--- src/rtl/rv32i_pkg.sv ---
// Shared definitions for the rv32i core: sequencer states, opcode and
// jump/writeback codes, and the canonical NOP.
package rv32i_pkg;

  typedef enum logic [2:0] {
    ST_FETCH   = 3'd0,
    ST_DECODE  = 3'd1,
    ST_EXECUTE = 3'd2,
    ST_MEM     = 3'd3,
    ST_WB      = 3'd4,
    ST_TRAP    = 3'd5
  } state_e;

  localparam logic [6:0] OPC_LOAD   = 7'b0000011;
  localparam logic [6:0] OPC_STORE  = 7'b0100011;
  localparam logic [6:0] OPC_JAL    = 7'b1101111;
  localparam logic [6:0] OPC_JALR   = 7'b1100111;
  localparam logic [6:0] OPC_BRANCH = 7'b1100011;
  localparam logic [6:0] OPC_OP     = 7'b0110011;
  localparam logic [6:0] OPC_OP_IMM = 7'b0010011;
  localparam logic [6:0] OPC_LUI    = 7'b0110111;
  localparam logic [6:0] OPC_AUIPC  = 7'b0010111;

  localparam logic [1:0] JMP_NONE   = 2'd0;
  localparam logic [1:0] JMP_JAL    = 2'd1;
  localparam logic [1:0] JMP_JALR   = 2'd2;
  localparam logic [1:0] JMP_BRANCH = 2'd3;

  localparam logic [1:0] WB_ALU  = 2'd0;
  localparam logic [1:0] WB_LOAD = 2'd1;
  localparam logic [1:0] WB_PC4  = 2'd2;

  localparam logic [31:0] NOP = 32'h0000_0013;

  // Branches, stores and x0 destinations never write the register file.
  function automatic logic writes_rd(input logic [6:0] opc, input logic [4:0] rd);
    return (rd != 5'd0) &&
           (opc inside {OPC_LOAD, OPC_OP, OPC_OP_IMM, OPC_LUI, OPC_AUIPC, OPC_JAL, OPC_JALR});
  endfunction

endpackage

--- src/rtl/rv32i_sequencer_if.sv ---
// Memory handshakes plus decoder/ALU/register-file hookup of the sequencer.
interface rv32i_sequencer_if;
  logic        o_imem_req;
  logic [31:0] o_imem_addr;
  logic        i_imem_ack;
  logic [31:0] i_imem_rdata;
  logic [31:0] o_ir;
  logic [31:0] o_pc;
  logic        i_illegal;
  logic [1:0]  i_jump;
  logic [31:0] i_jump_addr;
  logic [31:0] i_branch_target;
  logic [31:0] i_alu_result;
  logic        o_dmem_req;
  logic        o_dmem_we;
  logic [31:0] o_dmem_addr;
  logic        i_dmem_ack;
  logic        o_rf_we;
  logic [1:0]  o_wb_sel;
  logic        o_trap;
  logic [2:0]  o_state;

  modport master (
    output o_imem_req, o_imem_addr, o_ir, o_pc, o_dmem_req, o_dmem_we, o_dmem_addr,
           o_rf_we, o_wb_sel, o_trap, o_state,
    input  i_imem_ack, i_imem_rdata, i_illegal, i_jump, i_jump_addr, i_branch_target,
           i_alu_result, i_dmem_ack
  );

  modport slave (
    input  o_imem_req, o_imem_addr, o_ir, o_pc, o_dmem_req, o_dmem_we, o_dmem_addr,
           o_rf_we, o_wb_sel, o_trap, o_state,
    output i_imem_ack, i_imem_rdata, i_illegal, i_jump, i_jump_addr, i_branch_target,
           i_alu_result, i_dmem_ack
  );
endinterface

--- src/rtl/rv32i_sequencer_next_pc.sv ---
// Combinational next-PC selector; flags redirect targets that are not word aligned.
module rv32i_next_pc
  import rv32i_pkg::*;
(
  input  logic [31:0] i_pc,
  input  logic [1:0]  i_jump,
  input  logic [31:0] i_jump_addr,
  input  logic [31:0] i_branch_target,
  input  logic [31:0] i_alu_result,
  output logic [31:0] o_next_pc,
  output logic        o_misalign
);
  logic [31:0] tgt;
  logic        redirect;

  always_comb begin
    tgt      = i_pc + 32'd4;
    redirect = 1'b0;
    case (i_jump)
      JMP_JAL: begin
        tgt      = i_jump_addr;
        redirect = 1'b1;
      end
      JMP_JALR: begin
        tgt      = {i_alu_result[31:1], 1'b0};
        redirect = 1'b1;
      end
      JMP_BRANCH: if (i_alu_result[0]) begin
        tgt      = i_branch_target;
        redirect = 1'b1;
      end
      default: ;
    endcase
    o_next_pc  = tgt;
    o_misalign = redirect & tgt[1];
  end
endmodule

--- src/rtl/rv32i_sequencer.sv ---
// Multi-cycle fetch/decode/execute/mem/writeback sequencer for rv32i.
// Define RV32I_SEQ_TRAP_EN to trap on illegal instructions and misaligned targets.
module rv32i_sequencer
  import rv32i_pkg::*;
#(
  parameter logic [31:0] RESET_PC = 32'h0000_0000
`ifdef RV32I_SEQ_TRAP_EN
  , parameter logic [31:0] TRAP_VECTOR = 32'h0000_0100
`endif
) (
  input  logic               i_clk,
  input  logic               i_rst_n,
  rv32i_sequencer_if.master  bus
);
  state_e      state_q, state_d;
  logic [31:0] pc_q, pc_d, ir_q, ir_d, npc_q, npc_d, daddr_q, daddr_d;
  logic        ireq_q, ireq_d, dreq_q, dreq_d, dwe_q, dwe_d, rfwe_q, rfwe_d;
  logic [1:0]  wbsel_q, wbsel_d;
  logic [31:0] npc_calc;
  logic        misalign;
  logic [6:0]  opc;
  logic        is_mem;

  assign opc    = ir_q[6:0];
  assign is_mem = (opc == OPC_LOAD) || (opc == OPC_STORE);

  rv32i_next_pc u_next_pc (
    .i_pc            (pc_q),
    .i_jump          (bus.i_jump),
    .i_jump_addr     (bus.i_jump_addr),
    .i_branch_target (bus.i_branch_target),
    .i_alu_result    (bus.i_alu_result),
    .o_next_pc       (npc_calc),
    .o_misalign      (misalign)
  );

`ifdef RV32I_SEQ_TRAP_EN
  logic trap_q, trap_d;
`else
  logic unused_misalign;
  assign unused_misalign = misalign;
`endif

  always_comb begin
    state_d = state_q;
    pc_d    = pc_q;
    ir_d    = ir_q;
    npc_d   = npc_q;
    daddr_d = daddr_q;
    ireq_d  = ireq_q;
    dreq_d  = dreq_q;
    dwe_d   = dwe_q;
    wbsel_d = wbsel_q;
    rfwe_d  = 1'b0;
`ifdef RV32I_SEQ_TRAP_EN
    trap_d  = 1'b0;
`endif
    case (state_q)
      // Request rises one cycle after entering FETCH from reset; acks with
      // the request low are ignored.
      ST_FETCH: begin
        if (!ireq_q) begin
          ireq_d = 1'b1;
        end else if (bus.i_imem_ack) begin
          ireq_d  = 1'b0;
          ir_d    = bus.i_imem_rdata;
          state_d = ST_DECODE;
        end
      end
      ST_DECODE: begin
        if (bus.i_illegal) begin
`ifdef RV32I_SEQ_TRAP_EN
          state_d = ST_TRAP;
          trap_d  = 1'b1;
`else
          state_d = ST_WB;
          npc_d   = pc_q + 32'd4;
          wbsel_d = WB_ALU;
`endif
        end else begin
          state_d = ST_EXECUTE;
        end
      end
      ST_EXECUTE: begin
        daddr_d = bus.i_alu_result;
        npc_d   = npc_calc;
        if (opc == OPC_LOAD)                           wbsel_d = WB_LOAD;
        else if (opc == OPC_JAL || opc == OPC_JALR)    wbsel_d = WB_PC4;
        else                                           wbsel_d = WB_ALU;
        if (is_mem) begin
          state_d = ST_MEM;
          dreq_d  = 1'b1;
          dwe_d   = (opc == OPC_STORE);
        end else begin
          state_d = ST_WB;
          rfwe_d  = writes_rd(opc, ir_q[11:7]);
        end
`ifdef RV32I_SEQ_TRAP_EN
        if (misalign) begin
          state_d = ST_TRAP;
          trap_d  = 1'b1;
          rfwe_d  = 1'b0;
          dreq_d  = 1'b0;
        end
`endif
      end
      ST_MEM: begin
        if (bus.i_dmem_ack) begin
          dreq_d  = 1'b0;
          state_d = ST_WB;
          rfwe_d  = writes_rd(opc, ir_q[11:7]);
        end
      end
      // Request is raised here so the next FETCH cycle already presents it.
      ST_WB: begin
        pc_d    = npc_q;
        ireq_d  = 1'b1;
        state_d = ST_FETCH;
      end
`ifdef RV32I_SEQ_TRAP_EN
      ST_TRAP: begin
        pc_d    = TRAP_VECTOR;
        ireq_d  = 1'b1;
        state_d = ST_FETCH;
      end
`endif
      default: state_d = ST_FETCH;
    endcase
  end

  always_ff @(posedge i_clk or negedge i_rst_n) begin
    if (!i_rst_n) begin
      state_q <= ST_FETCH;
      pc_q    <= RESET_PC;
      ir_q    <= NOP;
      npc_q   <= RESET_PC;
      daddr_q <= '0;
      ireq_q  <= 1'b0;
      dreq_q  <= 1'b0;
      dwe_q   <= 1'b0;
      rfwe_q  <= 1'b0;
      wbsel_q <= WB_ALU;
    end else begin
      state_q <= state_d;
      pc_q    <= pc_d;
      ir_q    <= ir_d;
      npc_q   <= npc_d;
      daddr_q <= daddr_d;
      ireq_q  <= ireq_d;
      dreq_q  <= dreq_d;
      dwe_q   <= dwe_d;
      rfwe_q  <= rfwe_d;
      wbsel_q <= wbsel_d;
    end
  end

`ifdef RV32I_SEQ_TRAP_EN
  always_ff @(posedge i_clk or negedge i_rst_n) begin
    if (!i_rst_n) trap_q <= 1'b0;
    else          trap_q <= trap_d;
  end
  assign bus.o_trap = trap_q;
`else
  assign bus.o_trap = 1'b0;
`endif

  assign bus.o_imem_req  = ireq_q;
  assign bus.o_imem_addr = pc_q;
  assign bus.o_ir        = ir_q;
  assign bus.o_pc        = pc_q;
  assign bus.o_dmem_req  = dreq_q;
  assign bus.o_dmem_we   = dwe_q;
  assign bus.o_dmem_addr = daddr_q;
  assign bus.o_rf_we     = rfwe_q;
  assign bus.o_wb_sel    = wbsel_q;
  assign bus.o_state     = state_q;
endmodule

--- src/flat_wrapper.sv ---
// flat-port wrapper written by rule: the top's interface ports become plain ports
module rv32i_sequencer_flat import rv32i_pkg::*;
#(
  parameter logic [31:0] RESET_PC = 32'h0000_0000

)
  (i_clk, i_rst_n, bus_o_imem_req, bus_o_imem_addr, bus_o_ir, bus_o_pc, bus_o_dmem_req, bus_o_dmem_we, bus_o_dmem_addr, bus_o_rf_we, bus_o_wb_sel, bus_o_trap, bus_o_state, bus_i_imem_ack, bus_i_imem_rdata, bus_i_illegal, bus_i_jump, bus_i_jump_addr, bus_i_branch_target, bus_i_alu_result, bus_i_dmem_ack);
  rv32i_sequencer_if bus_i ();
  input  logic i_clk;
  input  logic i_rst_n;
  output wire logic [$bits(bus_i.o_imem_req)-1:0] bus_o_imem_req;
  output wire logic [$bits(bus_i.o_imem_addr)-1:0] bus_o_imem_addr;
  output wire logic [$bits(bus_i.o_ir)-1:0] bus_o_ir;
  output wire logic [$bits(bus_i.o_pc)-1:0] bus_o_pc;
  output wire logic [$bits(bus_i.o_dmem_req)-1:0] bus_o_dmem_req;
  output wire logic [$bits(bus_i.o_dmem_we)-1:0] bus_o_dmem_we;
  output wire logic [$bits(bus_i.o_dmem_addr)-1:0] bus_o_dmem_addr;
  output wire logic [$bits(bus_i.o_rf_we)-1:0] bus_o_rf_we;
  output wire logic [$bits(bus_i.o_wb_sel)-1:0] bus_o_wb_sel;
  output wire logic [$bits(bus_i.o_trap)-1:0] bus_o_trap;
  output wire logic [$bits(bus_i.o_state)-1:0] bus_o_state;
  input wire logic [$bits(bus_i.i_imem_ack)-1:0] bus_i_imem_ack;
  input wire logic [$bits(bus_i.i_imem_rdata)-1:0] bus_i_imem_rdata;
  input wire logic [$bits(bus_i.i_illegal)-1:0] bus_i_illegal;
  input wire logic [$bits(bus_i.i_jump)-1:0] bus_i_jump;
  input wire logic [$bits(bus_i.i_jump_addr)-1:0] bus_i_jump_addr;
  input wire logic [$bits(bus_i.i_branch_target)-1:0] bus_i_branch_target;
  input wire logic [$bits(bus_i.i_alu_result)-1:0] bus_i_alu_result;
  input wire logic [$bits(bus_i.i_dmem_ack)-1:0] bus_i_dmem_ack;
  assign bus_o_imem_req = bus_i.o_imem_req;
  assign bus_o_imem_addr = bus_i.o_imem_addr;
  assign bus_o_ir = bus_i.o_ir;
  assign bus_o_pc = bus_i.o_pc;
  assign bus_o_dmem_req = bus_i.o_dmem_req;
  assign bus_o_dmem_we = bus_i.o_dmem_we;
  assign bus_o_dmem_addr = bus_i.o_dmem_addr;
  assign bus_o_rf_we = bus_i.o_rf_we;
  assign bus_o_wb_sel = bus_i.o_wb_sel;
  assign bus_o_trap = bus_i.o_trap;
  assign bus_o_state = bus_i.o_state;
  assign bus_i.i_imem_ack = bus_i_imem_ack;
  assign bus_i.i_imem_rdata = bus_i_imem_rdata;
  assign bus_i.i_illegal = bus_i_illegal;
  assign bus_i.i_jump = bus_i_jump;
  assign bus_i.i_jump_addr = bus_i_jump_addr;
  assign bus_i.i_branch_target = bus_i_branch_target;
  assign bus_i.i_alu_result = bus_i_alu_result;
  assign bus_i.i_dmem_ack = bus_i_dmem_ack;
  rv32i_sequencer #(.RESET_PC(RESET_PC)) u_core (.i_clk(i_clk), .i_rst_n(i_rst_n), .bus(bus_i));
endmodule
--- config.mk ---
export PLATFORM = sky130hd
export DESIGN_NAME = rv32i_sequencer_flat
export DESIGN_NICKNAME = d
export VERILOG_FILES = /design/src/rtl/rv32i_pkg.sv /design/src/rtl/rv32i_sequencer_if.sv /design/src/rtl/rv32i_sequencer_next_pc.sv /design/src/rtl/rv32i_sequencer.sv /design/src/flat_wrapper.sv
export SDC_FILE = /design/constraint.sdc
export NUM_CORES = 1
export LEC_CHECK = 0
export CORE_MARGIN = 2
export CORE_UTILIZATION = 46
export CTS_BUF_LIST = sky130_fd_sc_hd__clkbuf_4 sky130_fd_sc_hd__clkbuf_8 sky130_fd_sc_hd__clkbuf_16
export DETAILED_ROUTE_END_ITERATION = 12
export MAX_ROUTING_LAYER = met4
export PLACE_DENSITY = 0.83
export SLEW_MARGIN = 30
export SYNTH_ARGS = -nofsm -noshare
export SYNTH_HDL_FRONTEND = slang
export SYNTH_HIERARCHICAL = 1
export SYNTH_SLANG_ARGS = --single-unit
--- constraint.sdc ---
create_clock -name i_clk -period 3.4 [get_ports i_clk]
set_input_delay 0.68 -clock i_clk [delete_from_list [all_inputs] [get_ports i_clk]]
set_output_delay 0.68 -clock i_clk [all_outputs]
set_load 0.01 [all_outputs]
==> summary.txt <==
Route
  – Met1 WL: 10.6 mm
  – Pre-antenna DRT Iters: 9
  – Initial DRC count: 938
  – # DRC: 0
  – Vias: 7,697
  – DR WL met3: 3.28 mm
  – ANT nets after route: 0
  – Met2 WL: 12.1 mm
  – Final wirelength: 26.7 mm
  – Highest metal used: met4
  – Vias per Instance: 5.99
  – Post-DR wirelength/cell: 20.8 um

Clock network
  – CTS tree: done
  – Num Clock Sinks: 137
  – CTS Buf Count: 17
  – Clock tree buffer depth: 2
  – Root Buffer: clkbuf_16
  – Hold_buf cts: 0
  – Clk slew on worst S/H paths: 0.06 ns
  – Clk Latency, worst-skew pair: 0.42 ns
  – Post-cts resize count: 0
  – Post CTS Setup Buffer Count: 0
  – H-tree Lvls: 4

Floorplanning
  – Die Footprint: 18,200 sq um
  – Die X-Extent: 135 um
  – Row Count: 47
  – Die height: 135 um
  – Core Area: 16,600 sq um
  – Io pins: 273
  – Initial Utilization: 47.3%

STA
  – Rel. slew slack: 34.7%
  – Max-slew violation count: 0
  – Setup_tns: 0 ns
  – Final critical-path setup slack: 0.579 ns
  – Final Critical Period: 2.82 ns
  – Final setup fails: 0
  – RSZ-0062 raised after global routing: false
  – Part of the cycle the worst path needs: 83.0%
  – Worst Skew: 0.0103 ns
  – Least-Margin Pin Slew: 0.979 ns
  – Max Fclk: 354 MHz
  – Hold Vio Cnt, Final: 0

GRT
  – Antenna violations before repair: 0
  – Vias in the first global route: 7,414
  – Grt ovf: 0
  – First-pass GRT wire length: 41.2 mm
  – GRT Resource Usage Total: 30.1%
  – Largest net degree at the start of global routing: 75

Pwr
  – Comb pwr share: 43.6%
  – Sequential share of power: 35.3%
  – Leak: 4.58 nW
  – Clock network power share: 21.1%
  – Net switching power figure: 3.41 mW
  – Total power: 9.22 mW
  – Pwr Density: 823 nW/um^2
  – Sw frac: 37.1%
  – Peak supply drop: 525 uV
  – Int Pwr: 5.80 mW

Job
  – Max-Cap Viols: 0

Worst setup path
  – Largest stage delay on the critical path: 0.73 ns
  – WP data arrival: 3.08 ns
  – Crit Path Class: flop to flop
  – Reg2Reg Depth: 7
  – Slowest cell on the critical path: or4_1
  – Crit end category: flop
  – Req. time, crit path: 3.66 ns
  – Startpoint types: flop
  – Ordered cell list for the critical path: ha_1, nand4_2, or4_1, o311ai_0, o221ai_1, a22oi_1, o21ai_0
  – Crit-path max FO: 9

Finish
  – Fin util: 67.3%
  – Finished Cell Area: 11,200 sq um
  – Storage element area: 3430 sq um
  – Area grow syn2layout: 42.2%
  – Layout cells sized above 1: 12.5%
  – Area of the multi-input gates: 3920 sq um
  – Ant. Diodes: 0
  – Final nets: 1,193
  – FILL cells: 1,315

Synthesis
  – Mapped Area: 7870 sq um
  – Synth warnings: 6
  – Syn nets: 968
  – Synthesized area per cell: 9.52 sq um
  – Gate Count Post-Synth: 827

Placement
  – Pre-CTS setup slack: 0.362 ns
  – Final Wtd Congestion: 0.931
  – DP Wirelength: 19.0 mm
  – DP Area: 10,600 sq um
  – I/O Buffers: 271

Outcome
  – Status: complete, no violations

Hold path
  – Tightest Hold Check Type: input port to asynchronous set/reset pin
flip-flops by register name, summed over array words and instances (netlist names):
signal and flops:
u_core/bus.o_ir 32, u_core/bus.o_wb_sel 2, u_core/bus.o_dmem_addr 32, u_core/bus.o_imem_addr 32
u_core/bus.o_dmem_req 1, u_core/npc_q 32, u_core/bus.o_imem_req 1, u_core/bus.o_state 3
u_core/bus.o_dmem_we 1, u_core/bus.o_rf_we 1
final timing paths:
check / start / slack (ns) / end
hold / removal: i_rst_n / 0.28 / u_core/bus.o_dmem_addr[27]
hold reg to reg: u_core/bus.o_dmem_addr[6] / 0.47 / u_core/bus.o_dmem_addr[6]
max in group asynchronous: i_rst_n / 2.34 / u_core/bus.o_imem_addr[25]
min in group i_clk: u_core/bus.o_dmem_addr[6] / 0.47 / u_core/bus.o_dmem_addr[6]
setup / recovery: u_core/bus.o_imem_addr[3] / 0.58 / u_core/npc_q[26]
setup reg to reg: u_core/bus.o_imem_addr[3] / 0.58 / u_core/npc_q[26]
power groups by stage:
stage,registers (mW),logic (mW),clock network [mW]
floorplan,3.24,1.94,0
finish,3.25,4.02,1.94
global placement,3.23,3.91,0
CTS,3.24,4.01,1.98
detailed placement,3.25,3.98,0
global route,3.36,4.30,2.05
worst max-delay path, delay by kind of cell, from the launching register on:
family / cells / cell delay (ns)
adder cells (fa/ha/maj): 1 / 0.28
AO/OA/AOI/OAI: 4 / 0.90
AND/OR/NAND/NOR: 2 / 0.98
flip-flops: 1 / 0.50
layer usage:
metal  vias up  track usage, %
li1       3431               -
met1      3655            39.6
met2       554            45.2
met3        57            8.41
met4         0            9.59
met5         -               -
through the flow:
stage / std cells / hold slack (ns)
after floorplan: 827 / 0.384
after CTS: 1285 / 0.312
after detailed placement: 1253 / 0.462
final: 1285 / 0.281
after global placement: 1253 / 0.458
after global routing: 1285 / 0.330
cell usage in the layout (no fill, tap or decap), types with 15 or more instances in the layout:
master           count
o21ai_0             31
mux2_2              61
a222oi_1            21
xor2_1              20
inv_1               17
nand3_1             35
dfrtp_1            134
nand2_1            151
nand4_1             15
clkdlybuf4s50_1    270
a21oi_1             29
a22oi_1             17
clkbuf_16           17
xnor2_1             18
o211ai_1            19
buf_4               17
nor2_1              30
layout make-up:
| class | instances | share of cell area, % |
|---|---|---|
| flip-flops and latches | 137 | 30.7 |
| clock inverters | 11 | 1.29 |
| well taps | 220 | 2.46 |
| clock buffers | 21 | 4.24 |
| repair buffers | 290 | 25.7 |
| multi-input cells | 589 | 35.1 |
| inverters | 17 | 0.570 |
Note: power is estimated with default switching activity, not from simulation.
